$ cat src/rtl/aes_block_source.sv
// aes_block_source: reads num_blocks 128-bit blocks from TCDM as four 32-bit
// word reads each and presents every assembled block on a valid/ready stream.
module aes_block_source #(
  parameter int unsigned WORDS_PER_BLOCK = 4,
  parameter int unsigned CNT_WIDTH       = 16
) (
  input  logic                 clk,
  input  logic                 reset,
  input  logic                 clear,
  input  logic                 req_start_i,
  input  logic [31:0]          base_addr_i,
  input  logic [CNT_WIDTH-1:0] num_blocks_i,
  output logic                 ready_start_o,
  output logic                 done_o,
  output logic                 tcdm_req_o,
  input  logic                 tcdm_gnt_i,
  output logic [31:0]          tcdm_add_o,
  output logic                 tcdm_wen_o,
  output logic [3:0]           tcdm_be_o,
  input  logic [31:0]          tcdm_r_data_i,
  input  logic                 tcdm_r_valid_i,
  output logic                 block_valid_o,
  input  logic                 block_ready_i,
  output logic [127:0]         block_data_o
);

  typedef enum logic [1:0] {IDLE, FETCH, PRESENT, DONE} state_t;

  localparam logic [2:0] NUM_WORDS = 3'(WORDS_PER_BLOCK);
  localparam logic [2:0] LAST_WORD = 3'(WORDS_PER_BLOCK - 1);

  state_t               state;
  state_t               state_next;
  logic [31:0]          addr;
  logic [CNT_WIDTH-1:0] num_blocks;
  logic [CNT_WIDTH-1:0] blk_cnt;
  logic [CNT_WIDTH-1:0] blk_cnt_inc;
  logic [2:0]           issue_cnt;
  logic [2:0]           resp_cnt;
  logic [3:0][31:0]     words;
  logic                 issue_fire;
  logic                 resp_fire;
  logic                 last_resp;
  logic                 last_block;

  assign blk_cnt_inc = blk_cnt + 1'b1;
  assign issue_fire  = tcdm_req_o & tcdm_gnt_i;
  // responses are only honoured while fetching; anything else is a stale reply
  assign resp_fire   = (state == FETCH) & tcdm_r_valid_i;
  assign last_resp   = resp_fire & (resp_cnt == LAST_WORD);
  assign last_block  = (blk_cnt_inc == num_blocks);

  assign tcdm_add_o   = addr;
  assign tcdm_wen_o   = 1'b1;
  assign tcdm_be_o    = '1;
  assign block_data_o = words;

  // State register
  always_ff @(posedge clk or posedge reset) begin
    if (reset) begin
      state <= IDLE;
    end else if (clear) begin
      state <= IDLE;
    end else begin
      state <= state_next;
    end
  end

  // Next-state decode
  always_comb begin
    state_next = state;
    case (state)
      IDLE: begin
        if (req_start_i) begin
          state_next = (num_blocks_i == '0) ? DONE : FETCH;
        end
      end
      FETCH: begin
        if (last_resp) begin
          state_next = PRESENT;
        end
      end
      PRESENT: begin
        if (block_ready_i) begin
          state_next = last_block ? DONE : FETCH;
        end
      end
      DONE: begin
        state_next = IDLE;
      end
      default: begin
        state_next = IDLE;
      end
    endcase
  end

  // Status and handshake outputs, decoded from registered state only
  always_comb begin
    ready_start_o = 1'b0;
    done_o        = 1'b0;
    tcdm_req_o    = 1'b0;
    block_valid_o = 1'b0;
    case (state)
      IDLE:    ready_start_o = 1'b1;
      FETCH:   tcdm_req_o    = (issue_cnt < NUM_WORDS);
      PRESENT: block_valid_o = 1'b1;
      DONE:    done_o        = 1'b1;
      default: ready_start_o = 1'b0;
    endcase
  end

  // Job parameters, address generation, counters and block assembly
  always_ff @(posedge clk or posedge reset) begin
    if (reset) begin
      addr       <= '0;
      num_blocks <= '0;
      blk_cnt    <= '0;
      issue_cnt  <= '0;
      resp_cnt   <= '0;
      words      <= '0;
    end else if (clear) begin
      addr       <= '0;
      num_blocks <= '0;
      blk_cnt    <= '0;
      issue_cnt  <= '0;
      resp_cnt   <= '0;
      words      <= '0;
    end else begin
      case (state)
        IDLE: begin
          if (req_start_i) begin
            addr       <= base_addr_i & 32'hFFFF_FFFC;
            num_blocks <= num_blocks_i;
            blk_cnt    <= '0;
            issue_cnt  <= '0;
            resp_cnt   <= '0;
          end
        end
        FETCH: begin
          if (issue_fire) begin
            addr      <= addr + 32'd4;
            issue_cnt <= issue_cnt + 3'd1;
          end
          if (resp_fire) begin
            words[resp_cnt[1:0]] <= tcdm_r_data_i;
            resp_cnt             <= resp_cnt + 3'd1;
          end
        end
        PRESENT: begin
          if (block_ready_i) begin
            blk_cnt   <= blk_cnt_inc;
            issue_cnt <= '0;
            resp_cnt  <= '0;
          end
        end
        default: begin
          addr <= addr;
        end
      endcase
    end
  end

endmodule

$ cat config.mk
export PLATFORM = sky130hd
export DESIGN_NAME = aes_block_source
export DESIGN_NICKNAME = d
export VERILOG_FILES = /design/src/rtl/aes_block_source.sv
export SDC_FILE = /design/constraint.sdc
export NUM_CORES = 1
export LEC_CHECK = 0
export ABC_AREA = 1
export CORE_ASPECT_RATIO = 1.25
export CORE_MARGIN = 10
export CORE_UTILIZATION = 40
export DETAILED_ROUTE_END_ITERATION = 10
export PLACE_DENSITY = 0.68
export RECOVER_POWER = 25
export SKIP_LAST_GASP = 1
export SLEW_MARGIN = 20
export SYNTH_ARGS = -nofsm -noshare
export SYNTH_HDL_FRONTEND = slang
export SYNTH_SLANG_ARGS = --single-unit
$ cat constraint.sdc
create_clock -name clk -period 7.3 [get_ports clk]
set_input_delay 1.46 -clock clk [delete_from_list [all_inputs] [get_ports clk]]
set_output_delay 1.46 -clock clk [all_outputs]
set_load 0.01 [all_outputs]
==> results.md, run 1 <==
- TritonCTS clock tree: built
- Fin crit period: 4860 ps
- Setup Fix Bufs, Post-CTS: 0
- Maximum vdd drop: 0.168 mV
- Tightest Pin Transition: 4070 ps
- Clock root buffer master: clkbuf_16
- Final Max Tran Viols: 91
- Skew-Pair Late Insertion Delay: 450 ps
- Nets@finish: 1421
- Top_reg_cell synth: dfrtp_1
- Status: finished with violations
- Core footprint: 23100 um^2
- Post-synth top cells: dfrtp_1, nand3_1, nand2_1
- Failing checks: max-capacitance violations, max-slew violations
- Hold_sp: resp_cnt[2]$_DFFE_PP0P_
- Ys async rst share: 1.00
- Clock skew: 21.2 ps
- CP max FO: 90
- Top cell type's share of synthesized area: 0.525
- Row count: 62
- Dpl cells: 1595
- Syn Inst Count: 1114
- Final Power: 3.45 mW
- # port buffers: 246
- Worst Setup SP: reset
- Fill cells: 2115
- Hold slack final: 496 ps
- Largest net degree at the start of global routing: 117
- Vias/cell: 5.21
- Max-Cap Viols: 1
- Gr ovfl total: 0
- Setup TNS: 0 ps
- Hpwl dp: 20100 um
- Area growth syn-to-layout: 34.1%
- Critical path capture point type: async pin
- Mapped cell area: 9440 um^2
- Post-synth EDFFs: 0
- Final Hold Vio Count: 0
- Worst Reg2Reg Path Length in Cells: 8
- Sequential area share after synthesis: 0.525
- Register share of total power: 0.400
- Number of global-route vias before repair: 8518
- Cts repair resizes: 0
- Relative slew slack: -1.73
- Static leakage: 5.43 nW
- Critical Path RT: 7770 ps
- Min-Delay Path Depth: 2
- H-tree depth: 4
- Die ar.: 30200 um^2
- Sw Ratio: 0.376
- First-pass GRT wire length: 46700 um
- Int Pwr: 2.15 mW
- Antenna violations before repair: 0
- Clk network pwr share: 0.283
- RSZ-0062 raised after global routing: false
- Die width: 157 um
- Synth Area per Inst: 8.48 um^2
- Fmax: 0.206 GHz
- Yosys reg bits: 198
- Synth area leaders: dfrtp_1, nand3_1, o21ai_0
- NetSw: 1.30 mW
- Cell Count, Final, Fillers Out: 1627
- Iteration-0 DRC Markers: 459
- R2r setup slk: 4830 ps
- Clk slew on worst S/H paths: 70 ps
- Critical path type: in -> async
- RR Startpoint: state[0]$_DFFE_PP0P_
- Die Y: 192 um
- Setup Viol. Count Final: 0
- Routed WL: 29200 um
- Critical Path Start Type: primary input
- Vias: 8484
- Ratio of cells with drive above 1 in the final layout: 0.0568
- TritonCTS buffer count: 17
- Crit path DAT: 5330 ps
- I/O pin total: 256
- Synth area leader: dfrtp_1
- Worst-case clock buffer depth: 2
- DR WL/cell: 18.0 um
- Fin crit share: 0.666
- PD cells: 272 nW/um^2
- DRC: 0
- Tot GR Track Use: 0.194
- Clock sink total: 198
- Gate power share: 0.317
- Starting density of the core: 0.408
- Antenna diodes: 0
- ANT nets after route: 0
- Pre-antenna DRT Iters: 5
- Synth warnings: 0
- Cell variety after synth: 39
- CTS Hold Bufs: 0
- RePlAce Congestion: 0.830
- Most frequent cell after synthesis: dfrtp_1
- Worst min-delay path class: reg -> reg
## routing by layer
| layer | part of all wire | up-vias | global-route usage |
|---|---|---|---|
| met2 | 0.49 | 250 | 0.328 |
| met4 | 0.016 | 0 | 0.0526 |
| met3 | 0.088 | 29 | 0.0721 |
| met1 | 0.40 | 4039 | 0.226 |
| li1 | - | 4166 | - |
| met5 | 0 | - | 0 |
## layout make-up
type	count	area [um^2]	share of cell area
timing repair buffer	254	2520	0.199
sequential	198	4950	0.391
tap	288	360	0.0285
clock inverter	14	178	0.0140
inverter	94	359	0.0284
clock buffer	18	429	0.0339
multi-input combinational	761	3860	0.305
## logic make-up after synthesis
family / synth area share
AOI/OAI and AO/OA: 0.136
other: 0.000795
buffers and inverters: 0.0690
xor gates and xnor gates: 0.0209
DFF: 0.525
and+or+nand+nor: 0.238
adders and majority gates: 0.0106
## placed cells by master (no fill, tap or decap), types with 5 or more instances in the layout
cell / n
a21oi_1: 11
buf_4: 8
clkbuf_16: 17
clkdlybuf4s50_1: 243
clkinv_8: 5
conb_1: 7
dfrtp_1: 198
ha_1: 8
inv_1: 87
inv_6: 6
nand2_1: 175
nand2_2: 7
nand3_1: 187
nand4_1: 13
nor2_1: 77
nor2_2: 7
nor3_1: 11
nor4_1: 5
o21ai_0: 168
o21ai_1: 15
o22ai_1: 21
xor2_1: 19
## power by group through the flow
| stage | Clock [mW] | Sequential, mW | Combinational, mW |
|---|---|---|---|
| 6_report | 0.977 | 1.38 | 1.09 |
| 5_1_grt | 1.04 | 1.40 | 1.21 |
| 2_1_floorplan | 0 | 1.42 | 0.587 |
| 3_3_place_gp | 0 | 1.40 | 1.09 |
| 4_1_cts | 0.998 | 1.38 | 1.11 |
| 3_5_place_dp | 0 | 1.40 | 1.11 |
## worst max-delay path, stage by stage
cell and delay, ps:
dlygate4sd3_1 540, clkinvlp_2 2290, buf_4 930
## stage by stage
step / setup slack (ps) / util / cell area, um^2
6_report: 2440 / 0.548 / 12700
5_1_grt: 1820 / 0.548 / 12700
4_1_cts: 3150 / 0.548 / 12700
3_5_place_dp: 2660 / 0.522 / 12100
3_3_place_gp: 2720 / 0.522 / 12100
2_1_floorplan: 443 / - / 9460
## state kept, by name (all words and copies together), names as in the netlist
name / count
issue_cnt: 3
block_data_o: 128
state: 2
blk_cnt: 16
tcdm_add_o: 30
resp_cnt: 3
num_blocks: 16
## path summary, 6_finish.rpt
kind / end
hold / removal: resp_cnt[2]$_DFFE_PP0P_
min in group asynchronous: block_data_o[27]$_DFFE_PP0P_
max in group clk: num_blocks[3]$_DFFE_PP0P_
hold reg to reg: resp_cnt[2]$_DFFE_PP0P_
setup / recovery: block_data_o[33]$_DFFE_PP0P_
setup reg to reg: block_data_o[72]$_DFFE_PP0P_
No activity file was read; power rests on OpenSTA's default activity.
==> inputs of run 2 (changes only) <==
==> constraint.sdc (replaced) <==
create_clock -name clk -period 4.55 [get_ports clk]
set_input_delay 0.91 -clock clk [delete_from_list [all_inputs] [get_ports clk]]
set_output_delay 0.91 -clock clk [all_outputs]
set_load 0.01 [all_outputs]
==> run 2 against run 1 <==
Compared with the run above:
- the flow still finishes with violations (max-capacitance violations, max-slew violations)
- wire length fell by 0.98%
- utilization is 0.27 points higher
- worst hold slack better by 5.7 ps
- final cell count is 0.25% higher
- clock-buffer cell count increased by 2
- flip-flop and latch count did not move
- critical path depth is 5 higher
- critical endpoint is now tcdm_add_o[20]$_DFFE_PP0P_
- total power is 61% higher
==> results.md, run 2 (synthesis results as in run 1) <==
- ANT nets after route: 0
- CTS Hold Bufs: 0
- Tot GR Track Use: 0.190
- Hpwl dp: 20300 um
- Worst min-delay path class: reg -> reg
- Vias/cell: 5.20
- Ratio of cells with drive above 1 in the final layout: 0.0574
- Cts repair resizes: 0
- Fill cells: 2117
- Fmax: 0.325 GHz
- Fin crit share: 0.676
- Tightest Pin Transition: 1960 ps
- I/O pin total: 256
- Setup Fix Bufs, Post-CTS: 0
- Critical Path Start Type: primary input
- Number of global-route vias before repair: 8326
- Critical path type: in -> reg
- Vias: 8485
- CP max-delay cell: clkdlybuf4s50_1
- Die ar.: 30200 um^2
- TritonCTS clock tree: built
- Gr ovfl total: 0
- Setup Viol. Count Final: 0
- Clock sink total: 198
- Skew-Pair Late Insertion Delay: 450 ps
- Die Y: 192 um
- Nets@finish: 1424
- Critical Path RT: 4860 ps
- Starting density of the core: 0.408
- Pre-antenna DRT Iters: 5
- Setup TNS: 0 ps
- DRC: 0
- Crit path cell chain: clkdlybuf4s50_1, inv_6, nand3_2, a21oi_1, nor3_4, clkinv_1, nand2_1, o31ai_2
- Max FFs per register: 128
- Area of the multi-input gates: 3860 um^2
- Static leakage: 5.44 nW
- Clock skew: 13.7 ps
- # port buffers: 246
- Worst-case clock buffer depth: 2
- RSZ-0062 raised after global routing: false
- Antenna violations before repair: 0
- CP max FO: 58
- Top delay family on crit path: buffers and inverters
- Relative slew slack: -0.311
- Clk slew on worst S/H paths: 70 ps
- Buf/Inv on CP: 3
- First-pass GRT wire length: 45900 um
- Core footprint: 23100 um^2
- H-tree depth: 4
- Register area: 4950 um^2
- Routed WL: 29000 um
- DR WL/cell: 17.8 um
- Final Hold Vio Count: 0
- Row count: 62
- Max-Cap Viols: 1
- Failing checks: max-capacitance violations, max-slew violations
- Die width: 157 um
- Iteration-0 DRC Markers: 503
- PD cells: 438 nW/um^2
- Hold slack final: 502 ps
- Most common cell after layout, fill and taps aside: clkdlybuf4s50_1
- TritonCTS buffer count: 17
- Highest-count cells in the layout ignoring fill and taps: clkdlybuf4s50_1, dfrtp_1, nand3_1
- Critical path capture point type: flip-flop
- Maximum vdd drop: 0.267 mV
- RePlAce Congestion: 0.824
- Final Max Tran Viols: 40
- Area growth syn-to-layout: 34.8%
- Status: finished with violations
- Slowest Stage Delay on Critical Path: 670 ps
- Largest net degree at the start of global routing: 128
- Clock root buffer master: clkbuf_16
- Crit path DAT: 3390 ps
- Fin crit period: 3080 ps
[run 2: path summary, 6_finish.rpt]
kind / start / to / slack [ps] / depth (start not counted)
worst min-delay path: issue_cnt[1]$_DFFE_PP0P_ / issue_cnt[1]$_DFFE_PP0P_ / 500 / 2
worst max-delay path: clear / tcdm_add_o[20]$_DFFE_PP0P_ / 1470 / 8
worst min register to register: issue_cnt[1]$_DFFE_PP0P_ / issue_cnt[1]$_DFFE_PP0P_ / 500 / 2
min in group asynchronous: reset / block_data_o[27]$_DFFE_PP0P_ / 1420 / 2
max in group asynchronous: reset / block_data_o[57]$_DFFE_PP0P_ / 1520 / 3
worst max register to register: state[0]$_DFFE_PP0P_ / block_data_o[97]$_DFFE_PP0P_ / 2120 / 8
[run 2: tightest hold or removal path, delay by kind of cell (launching register included)]
family / cells / cell delay [ps]
DFF: 1 / 350
and+or+nand+nor: 1 / 50
AOI/OAI and AO/OA: 1 / 60
[run 2: stage by stage]
stage / area (um^2) / power, mW / utilization / cells / setup slack [ps]
after global placement: 12100 / 3.99 / 0.524 / 1598 / 1030
final: 12700 / 5.57 / 0.551 / 1631 / 1470
after detailed placement: 12100 / 4.01 / 0.524 / 1598 / 1020
after CTS: 12700 / 5.63 / 0.551 / 1630 / 1490
after global routing: 12700 / 5.89 / 0.550 / 1630 / 1110
after floorplan: 9460 / 3.22 / - / 1119 / 1080
[run 2: cell type report]
type	count	area share
clock inverters	12	0.0133
inverters	94	0.0282
well taps	288	0.0283
multi-input cells	761	0.303
clock buffers	20	0.0351
repair buffers	257	0.203
flip-flops and latches	198	0.389
diodes	1	0.000197
[run 2: power breakdown]
group	switching (mW)	total (mW)	internal [mW]
clock network	0.709	1.60	0.892
registers	0.232	2.22	1.99
logic	1.03	1.75	0.723
total	1.97	5.57	3.60
[run 2: per-layer routing]
layer	wire, um	vias to the layer above	track usage
met3	2600	28	0.0763
met1	11500	4047	0.219
li1	-	4173	-
met2	14500	237	0.322
met5	0	-	0
met4	384	0	0.0504
